<file path="config.mk">
export PLATFORM = sky130hd
export DESIGN_NAME = instruction_fetch_flat
export DESIGN_NICKNAME = d
export VERILOG_FILES = /design/src/rtl/instruction_fetch_pkg.sv /design/src/rtl/instruction_fetch_if.sv /design/src/rtl/instruction_fetch_if_id_register.sv /design/src/rtl/instruction_fetch.sv /design/src/flat_wrapper.sv
export SDC_FILE = /design/constraint.sdc
export NUM_CORES = 1
export LEC_CHECK = 0
export ABC_AREA = 1
export CAP_MARGIN = 20
export CORE_MARGIN = 10
export CORE_UTILIZATION = 46
export CTS_CLUSTER_DIAMETER = 60
export DETAILED_ROUTE_END_ITERATION = 8
export GPL_ROUTABILITY_DRIVEN = 0
export HOLD_SLACK_MARGIN = 0.03
export PLACE_DENSITY_LB_ADDON = 0.25
export SKIP_CTS_REPAIR_TIMING = 1
export SLEW_MARGIN = 20
export SYNTH_ARGS = -nofsm -noshare
export SYNTH_HDL_FRONTEND = slang
export SYNTH_SLANG_ARGS = --single-unit
export TNS_END_PERCENT = 100
</file>
<file path="constraint.sdc">
create_clock -name clk -period 2.69 [get_ports clk]
set_clock_uncertainty 0.2 [all_clocks]
set_input_delay 0.538 -clock clk [delete_from_list [all_inputs] [get_ports clk]]
set_output_delay 0.538 -clock clk [all_outputs]
set_load 0.05 [all_outputs]
</file>
<file path="src/rtl/instruction_fetch_pkg.sv">
// rtl/instruction_fetch_pkg.sv - shared pipeline constants and the next-PC select type
package instruction_fetch_pkg;

  localparam logic [31:0] DEFAULT_RESET_PC = 32'h0000_0000;
  localparam logic [31:0] DEFAULT_NOP_WORD = 32'h0000_0000;

  typedef enum logic [1:0] {
    PC_SEQ,
    PC_BRANCH,
    PC_JUMP,
    PC_HOLD
  } pc_sel_t;

  // Instruction addresses are word aligned; low two bits of any target are dropped.
  function automatic logic [31:0] align_word(input logic [31:0] addr);
    return addr & 32'hFFFF_FFFC;
  endfunction

endpackage

</file>
<file path="src/rtl/instruction_fetch_if.sv">
// rtl/instruction_fetch_if.sv - fetch-stage signal bundle between fetch, decode, hazard unit and imem
interface instruction_fetch_if;

  logic        stallInput;
  logic        branchControlInput;
  logic [31:0] pcBranchInput;
  logic        jumpInput;
  logic [31:0] pcJumpInput;
  logic        ifFlushInput;
  logic [31:0] imemAddressOutput;
  logic [31:0] imemDataInput;
  logic [31:0] instructionOutput;
  logic [31:0] pc4Output;
  logic        validOutput;
  logic [31:0] fetchCountOutput;

  // master: the fetch stage itself
  modport master (
    input  stallInput, branchControlInput, pcBranchInput, jumpInput, pcJumpInput,
    input  ifFlushInput, imemDataInput,
    output imemAddressOutput, instructionOutput, pc4Output, validOutput, fetchCountOutput
  );

  // slave: the surrounding pipeline (decode, hazard unit, instruction memory)
  modport slave (
    output stallInput, branchControlInput, pcBranchInput, jumpInput, pcJumpInput,
    output ifFlushInput, imemDataInput,
    input  imemAddressOutput, instructionOutput, pc4Output, validOutput, fetchCountOutput
  );

endinterface

</file>
<file path="src/rtl/instruction_fetch_if_id_register.sv">
// rtl/instruction_fetch_if_id_register.sv - IF/ID pipeline register with reset > stall > flush priority
module if_id_register
  import instruction_fetch_pkg::*;
#(
  parameter logic [31:0] NOP_WORD = DEFAULT_NOP_WORD
) (
  input  logic        clk,
  input  logic        reset,
  input  logic        stall,
  input  logic        flush,
  input  logic [31:0] instruction_in,
  input  logic [31:0] pc4_in,
  output logic [31:0] instruction,
  output logic [31:0] pc4,
  output logic        valid
);

  always_ff @(posedge clk) begin
    if (reset || (!stall && flush)) begin
      instruction <= NOP_WORD;
      pc4         <= 32'd0;
      valid       <= 1'b0;
    end else if (!stall) begin
      instruction <= instruction_in;
      pc4         <= pc4_in;
      valid       <= 1'b1;
    end
  end

endmodule

</file>
<file path="src/rtl/instruction_fetch.sv">
// rtl/instruction_fetch.sv - MIPS IF stage: PC register, next-PC select, fetch counter, IF/ID register
module instruction_fetch
  import instruction_fetch_pkg::*;
#(
  parameter logic [31:0] RESET_PC = DEFAULT_RESET_PC,
  parameter logic [31:0] NOP_WORD = DEFAULT_NOP_WORD
) (
  input  logic                clk,
  input  logic                reset,
  instruction_fetch_if.master bus
);

  logic [31:0] pc;
  logic [31:0] pc4;
  logic [31:0] pc_next;
  logic [31:0] fetch_count;
  logic        load_valid;
  pc_sel_t     pc_sel;

  assign pc4                   = pc + 32'd4;
  assign bus.imemAddressOutput = pc;
  assign bus.fetchCountOutput  = fetch_count;

  // Stall overrides redirects: decode is held and re-resolves next cycle.
  always_comb begin
    pc_sel = PC_SEQ;
    if (bus.stallInput)              pc_sel = PC_HOLD;
    else if (bus.jumpInput)          pc_sel = PC_JUMP;
    else if (bus.branchControlInput) pc_sel = PC_BRANCH;
  end

  always_comb begin
    pc_next = pc4;
    case (pc_sel)
      PC_HOLD:   pc_next = pc;
      PC_JUMP:   pc_next = align_word(bus.pcJumpInput);
      PC_BRANCH: pc_next = align_word(bus.pcBranchInput);
      default:   pc_next = pc4;
    endcase
  end

  always_ff @(posedge clk) begin
    if (reset) pc <= align_word(RESET_PC);
    else       pc <= pc_next;
  end

  assign load_valid = !bus.stallInput && !bus.ifFlushInput;

  always_ff @(posedge clk) begin
    if (reset)           fetch_count <= 32'd0;
    else if (load_valid) fetch_count <= fetch_count + 32'd1;
  end

  if_id_register #(
    .NOP_WORD(NOP_WORD)
  ) u_if_id (
    .clk           (clk),
    .reset         (reset),
    .stall         (bus.stallInput),
    .flush         (bus.ifFlushInput),
    .instruction_in(bus.imemDataInput),
    .pc4_in        (pc4),
    .instruction   (bus.instructionOutput),
    .pc4           (bus.pc4Output),
    .valid         (bus.validOutput)
  );

endmodule
</file>
<file path="src/flat_wrapper.sv">
// flat-port wrapper written by rule: the top's interface ports become plain ports
module instruction_fetch_flat import instruction_fetch_pkg::*;
#(
  parameter logic [31:0] RESET_PC = DEFAULT_RESET_PC,
  parameter logic [31:0] NOP_WORD = DEFAULT_NOP_WORD
)
  (clk, reset, bus_stallInput, bus_branchControlInput, bus_pcBranchInput, bus_jumpInput, bus_pcJumpInput, bus_ifFlushInput, bus_imemDataInput, bus_imemAddressOutput, bus_instructionOutput, bus_pc4Output, bus_validOutput, bus_fetchCountOutput);
  instruction_fetch_if bus_i ();
  input  logic clk;
  input  logic reset;
  input wire logic [$bits(bus_i.stallInput)-1:0] bus_stallInput;
  input wire logic [$bits(bus_i.branchControlInput)-1:0] bus_branchControlInput;
  input wire logic [$bits(bus_i.pcBranchInput)-1:0] bus_pcBranchInput;
  input wire logic [$bits(bus_i.jumpInput)-1:0] bus_jumpInput;
  input wire logic [$bits(bus_i.pcJumpInput)-1:0] bus_pcJumpInput;
  input wire logic [$bits(bus_i.ifFlushInput)-1:0] bus_ifFlushInput;
  input wire logic [$bits(bus_i.imemDataInput)-1:0] bus_imemDataInput;
  output wire logic [$bits(bus_i.imemAddressOutput)-1:0] bus_imemAddressOutput;
  output wire logic [$bits(bus_i.instructionOutput)-1:0] bus_instructionOutput;
  output wire logic [$bits(bus_i.pc4Output)-1:0] bus_pc4Output;
  output wire logic [$bits(bus_i.validOutput)-1:0] bus_validOutput;
  output wire logic [$bits(bus_i.fetchCountOutput)-1:0] bus_fetchCountOutput;
  assign bus_i.stallInput = bus_stallInput;
  assign bus_i.branchControlInput = bus_branchControlInput;
  assign bus_i.pcBranchInput = bus_pcBranchInput;
  assign bus_i.jumpInput = bus_jumpInput;
  assign bus_i.pcJumpInput = bus_pcJumpInput;
  assign bus_i.ifFlushInput = bus_ifFlushInput;
  assign bus_i.imemDataInput = bus_imemDataInput;
  assign bus_imemAddressOutput = bus_i.imemAddressOutput;
  assign bus_instructionOutput = bus_i.instructionOutput;
  assign bus_pc4Output = bus_i.pc4Output;
  assign bus_validOutput = bus_i.validOutput;
  assign bus_fetchCountOutput = bus_i.fetchCountOutput;
  instruction_fetch #(.RESET_PC(RESET_PC), .NOP_WORD(NOP_WORD)) u_core (.clk(clk), .reset(reset), .bus(bus_i));
endmodule
</file>
**After elaboration in Yosys (flattened, before gate mapping)**

Index checks and enable logic that the tools add are counted.

- Memory bits (writable): 0
- Latch bits: 0
- Input port bits: 102
- Memories kept: 0
- Bits in registers: 129
- Output and inout bits: 129
- Bits in read-only memories: 0
- Word-level logic and storage cells: 19

- Shift-type cells: 0
- $mul: 0
- Div/mod/pow operators: 0
- Bitwise gates (word level): 0
- Reduce and logical (&&, ||, !) cells: 5
- Equal/unequal tests: 3
- $lt $le $gt $ge: 0
- $add $sub $neg: 2
- Mux-type cells: 4

Operator list:

| cell | number |
|---|---|
| $pmux 32 s3 | 1 |
| $add 32x1->32 const B | 1 |
| $add 32x3->32 const B | 1 |
| $eq 2x2->1 const B | 2 |
| $mux 2 | 2 |
| $eq 2x1->1 const B | 1 |
| $logic_and 1x1->1 | 2 |
| $logic_not 1->1 | 2 |
| $logic_or 1x1->1 | 1 |
| $mux 1 | 1 |

**Logic depth before layout (Yosys ltp)**

Gate-level depths: netlist of the first run.

- Depth after elaboration: 5
- Mapped depth: 12
- Gate-level depth less buffers: 10

**By module**

A second synthesis of the first run with hierarchy kept.

- Cells, all modules: 1204
- Area, all modules: 7300.8 µm²

Modules (own cells, without submodules):

| module | instances | seq. area each (µm²) | cells each | area an instance (µm²) |
|---|---|---|---|---|
| instruction_fetch | 1 | 1241.2 | 728 | 4342.9 |
| if_id_register | 1 | 1301.2 | 476 | 2957.8 |

**Worst setup path after synthesis of the first run**

No wires, ideal clock.

- Path type: in2reg
- From: input bus_stallInput
- To: register u_core.pc[12], in the netlist u_core.bus.imemAddressOutput[12]
- Slack: 0.250 ns
- Arrival time: 2.108 ns
- Buffers on the path: 4
- Data required time: 2.358 ns
- Setup time: 0.132 ns
- Stages: 11
- Cell sequence: buf_2 -> clkbuf_1 -> nor2_1 -> inv_1 -> ha_1 -> buf_2 -> inv_1 -> buf_1 -> nand3_1 -> nand3_1 -> a21oi_1

- Word-level cells in the longest chain between the ends: 3
- Elaborated cells on any way between the ends: 5
- Those cells by class: eq/ne (3); mux (2)

RTL lines:

| what | line | text |
|---|---|---|
| from (decl) | flat_wrapper.sv:11 | `input wire logic [$bits(bus_i.stallInput)-1:0] bus_stallInput;` |
| $mux 2 * | instruction_fetch.sv:27 | `if (bus.stallInput) pc_sel = PC_HOLD;` |
| $eq 2x1->1 / $eq 2x2->1 (equally long branches) | instruction_fetch.sv:34 | `case (pc_sel)` |
| $pmux 32 s3 | instruction_fetch.sv:34 |  |
| to (signal assigned) | instruction_fetch.sv:43 | `if (reset) pc <= align_word(RESET_PC);` |
| to (signal assigned) | instruction_fetch.sv:44 | `else pc <= pc_next;` |
| to (decl) | instruction_fetch.sv:13 | `logic [31:0] pc;` |

Every way passes the cells marked *; elsewhere a longest branch is shown, timed or not.
A chain may end at the register's enable or synchronous reset.

**Worst setup path after layout of the first run**

- From: register u_core.pc[23], in the netlist u_core.bus.imemAddressOutput[23]
- To: output bus_imemAddressOutput[23]

RTL lines:

| what | line | text |
|---|---|---|
| to (decl) | flat_wrapper.sv:18 | `output wire logic [$bits(bus_i.imemAddressOutput)-1:0] bus_imemAddressOutput;` |

No word-level cell between the ends.

==> metrics.cfg, run 1 <==
[worst_setup_path]
r2r_slack_ns=0.72
max_stage_delay_ns=0.87
critPathLaunchType=flip-flop
cp.arrival_ns=1.79
worstSetupPathType=flip-flop to output port
worst-path-buf-inv=1
startpoint=u_core.bus.imemAddressOutput[23]$_SDFFE_PP0P_
cp_max_fo=6
end_kind=output port
worstPathRequired_ns=1.95
crit_chain=clkdlybuf4s50_1
r2r_cells=10
cp_top_family=buffers and inverters
cp_slowest_cell=clkdlybuf4s50_1
reg2reg_from=u_core.bus.imemAddressOutput[2]$_SDFFE_PP0P_
r2r_end=u_core.u_if_id.pc4[28]$_SDFFE_PP0N_

[timing]
max_freq_mhz=396
period_share_pct=93.8
tightestPinTransition_ns=0.595
fin_ws_ns=0.166
setup-tns-final_ns=0
rsz0062_at_grt=no
holdWs_ns=0.252
relSlewSlack_pct=60.2
hold_violations=0
slew_violations=0
finalSetupViolCount=0
min_period_ns=2.52

[grt]
grt-ovfl-total=0
grt_use_total_pct=22.7
grt_pass1_wl_um=36100
grt_pass1_vias=6860
grt_max_degree=59
antenna_found_initial=1

[route]
drcViolationCount=0
vias=7143
dr_wl_met3_um=2040
wl_um=22700
viasPerCell=5.12
dr.pass1.iters=5
drtAntennaViolNets=0
wl_per_cell_um=16.2
highest_layer=met4
route.met2.wl_um=10600
wl_met1_um=9440
drtIter0Drc=447

[placement]
dp_cells=1364
port_buffers=222
dpl_worst_slack_ns=0.000925
dp_hpwl_um=17400

[run_status]
outcome=finished, final reports clean

[hold_path]
hold_class=flip-flop to flip-flop
hold_end=u_core.u_if_id.instruction[1]$_SDFFE_PP0N_
holdPathStages=2
min-delay-start=u_core.u_if_id.instruction[1]$_SDFFE_PP0N_

[clocking]
htreeDepth=4
clock_latency_ns=0.42
cts_tree=yes
clk_pin_slew_ns=0.05
root_buffer=clkbuf_16
cts.sinks=125
clock_path_buffers=2
numCtsBuffers=17

[synthesis]
synth_edf_count=0
synth_cells=984
synth_common_cells=nand2_1, dfxtp_1, nor2_1, inv_1, a21oi_1
synth_top_cells_by_area=dfxtp_1, nand2_1, a21oi_1
ys_seq_elements=125
ys_seq_area_share_pct=38.1
syn_area_um2=6560
synth_cell_types=41
post-synth-top-count-cell=nand2_1
synthArstFlopShare_pct=0
synth.top_cell.area_share_pct=38.1
synth-main-ff-cell=dfxtp_1
avgSynthCellArea_um2=6.67
synth_top_area_cell=dfxtp_1
synth_warnings=0

[power]
p_per_area_nw_per_um2=580
total_power_w=0.00559
power_leakage_nw=3.71
ir_worst_vdd_mv=0.452

[floorplan]
start_util_pct=47.1
die_w_um=139
fp.dieH_um=139
ios=231
core_um2=13900
die-area_um2=19400
rows=43

[layout]
final_layout_size_suffix_gt1_share_pct=7.74
fillers=1214
instances_no_fill=1396
multiInputGateArea_um2=3470
nets=1310
regArea_um2=2500
syn_to_final_growth_pct=47.0

[run]
maxCapViolations=0

==> cells by family (layout without fill, tap and decap cells) <==
family          count (synthesis)  after routing  share of synthesized area (%)
compound gates                181            181                           16.3
xor+xnor                       15             15                           2.00
flops                         125            125                           38.1
fa+ha+maj                       5              5                          0.954
simple gates                  510            510                           33.4
buf+inv                       147            375                           9.10
other cells                     1              5                         0.0572
==> layer usage <==
layer	global-route usage, %	vias up
li1	-	3607
met1	27.6	3218
met2	36.2	279
met3	7.69	39
met4	8.46	0
met5	0	-
==> final cells by class <==
cell class                 count  area share (%)
antenna                        1          0.0260
clock buffer                  20            4.84
clock inverter                11            1.47
inverter                      97            3.78
multi-input combinational    715            36.0
sequential                   125            26.0
tap                          180            2.34
timing repair buffer         247            25.6
==> per-stage QoR <==
| step | cell area, um^2 | util (%) |
|---|---|---|
| floorplan | 6570 | - |
| global placement | 9030 | 64.8 |
| detailed placement | 9030 | 64.8 |
| CTS | 9640 | 69.2 |
| global route | 9640 | 69.2 |
| finish | 9640 | 69.2 |
==> cells in the final DEF (no fill, tap or decap), types with 20 or more instances in the layout <==
master	count
inv_1	92
a22o_1	20
a21oi_1	86
buf_4	20
nor2_1	109
nand3_1	79
nand2_1	276
clkdlybuf4s50_1	221
dfxtp_1	125
o21ai_0	45
==> how the worst max path moves through the flow <==
stage	to	cells after the start	slack [ns]
finish	bus_imemAddressOutput[23]	1	0.17
global route	bus_imemAddressOutput[23]	1	0.14
CTS	bus_imemAddressOutput[23]	1	0.14
detailed placement	u_core.bus.imemAddressOutput[30]$_SDFFE_PP0P_	11	0.0009
global placement	u_core.bus.imemAddressOutput[27]$_SDFFE_PP0P_	11	0.08
floorplan	u_core.bus.imemAddressOutput[12]$_SDFFE_PP0P_	11	0.25
==> flip-flops by register name (all words and copies together) (netlist names) <==
register / count
u_core.bus.fetchCountOutput: 32
u_core.u_if_id.valid: 1
u_core.u_if_id.pc4: 30
u_core.bus.imemAddressOutput: 30
u_core.u_if_id.instruction: 32
==> report_power, final <==
group,switching (W),internal [W]
registers,0.0000955,0.00195
clock network,0.000851,0.00152
logic,0.000729,0.000454
total,0.00168,0.00392
==> worst register-to-register path, stage by stage (launching register included) <==
cell      delay [ns]
dfxtp_1         0.40
ha_1            0.21
nand2_1         0.11
nor2_4          0.19
nand2_2         0.14
nor2_1          0.19
nand2_1         0.08
nand2_1         0.07
nand3_1         0.10
o211ai_1        0.10
inv_1           0.05
No activity file was read; power rests on OpenSTA's default activity.
==> run 2, diff against run 1 <==
CAP_MARGIN = unset   (was 20)
==> results of run 2 <==
No change in the layout: final DEF, timing and power equal those of run 1.
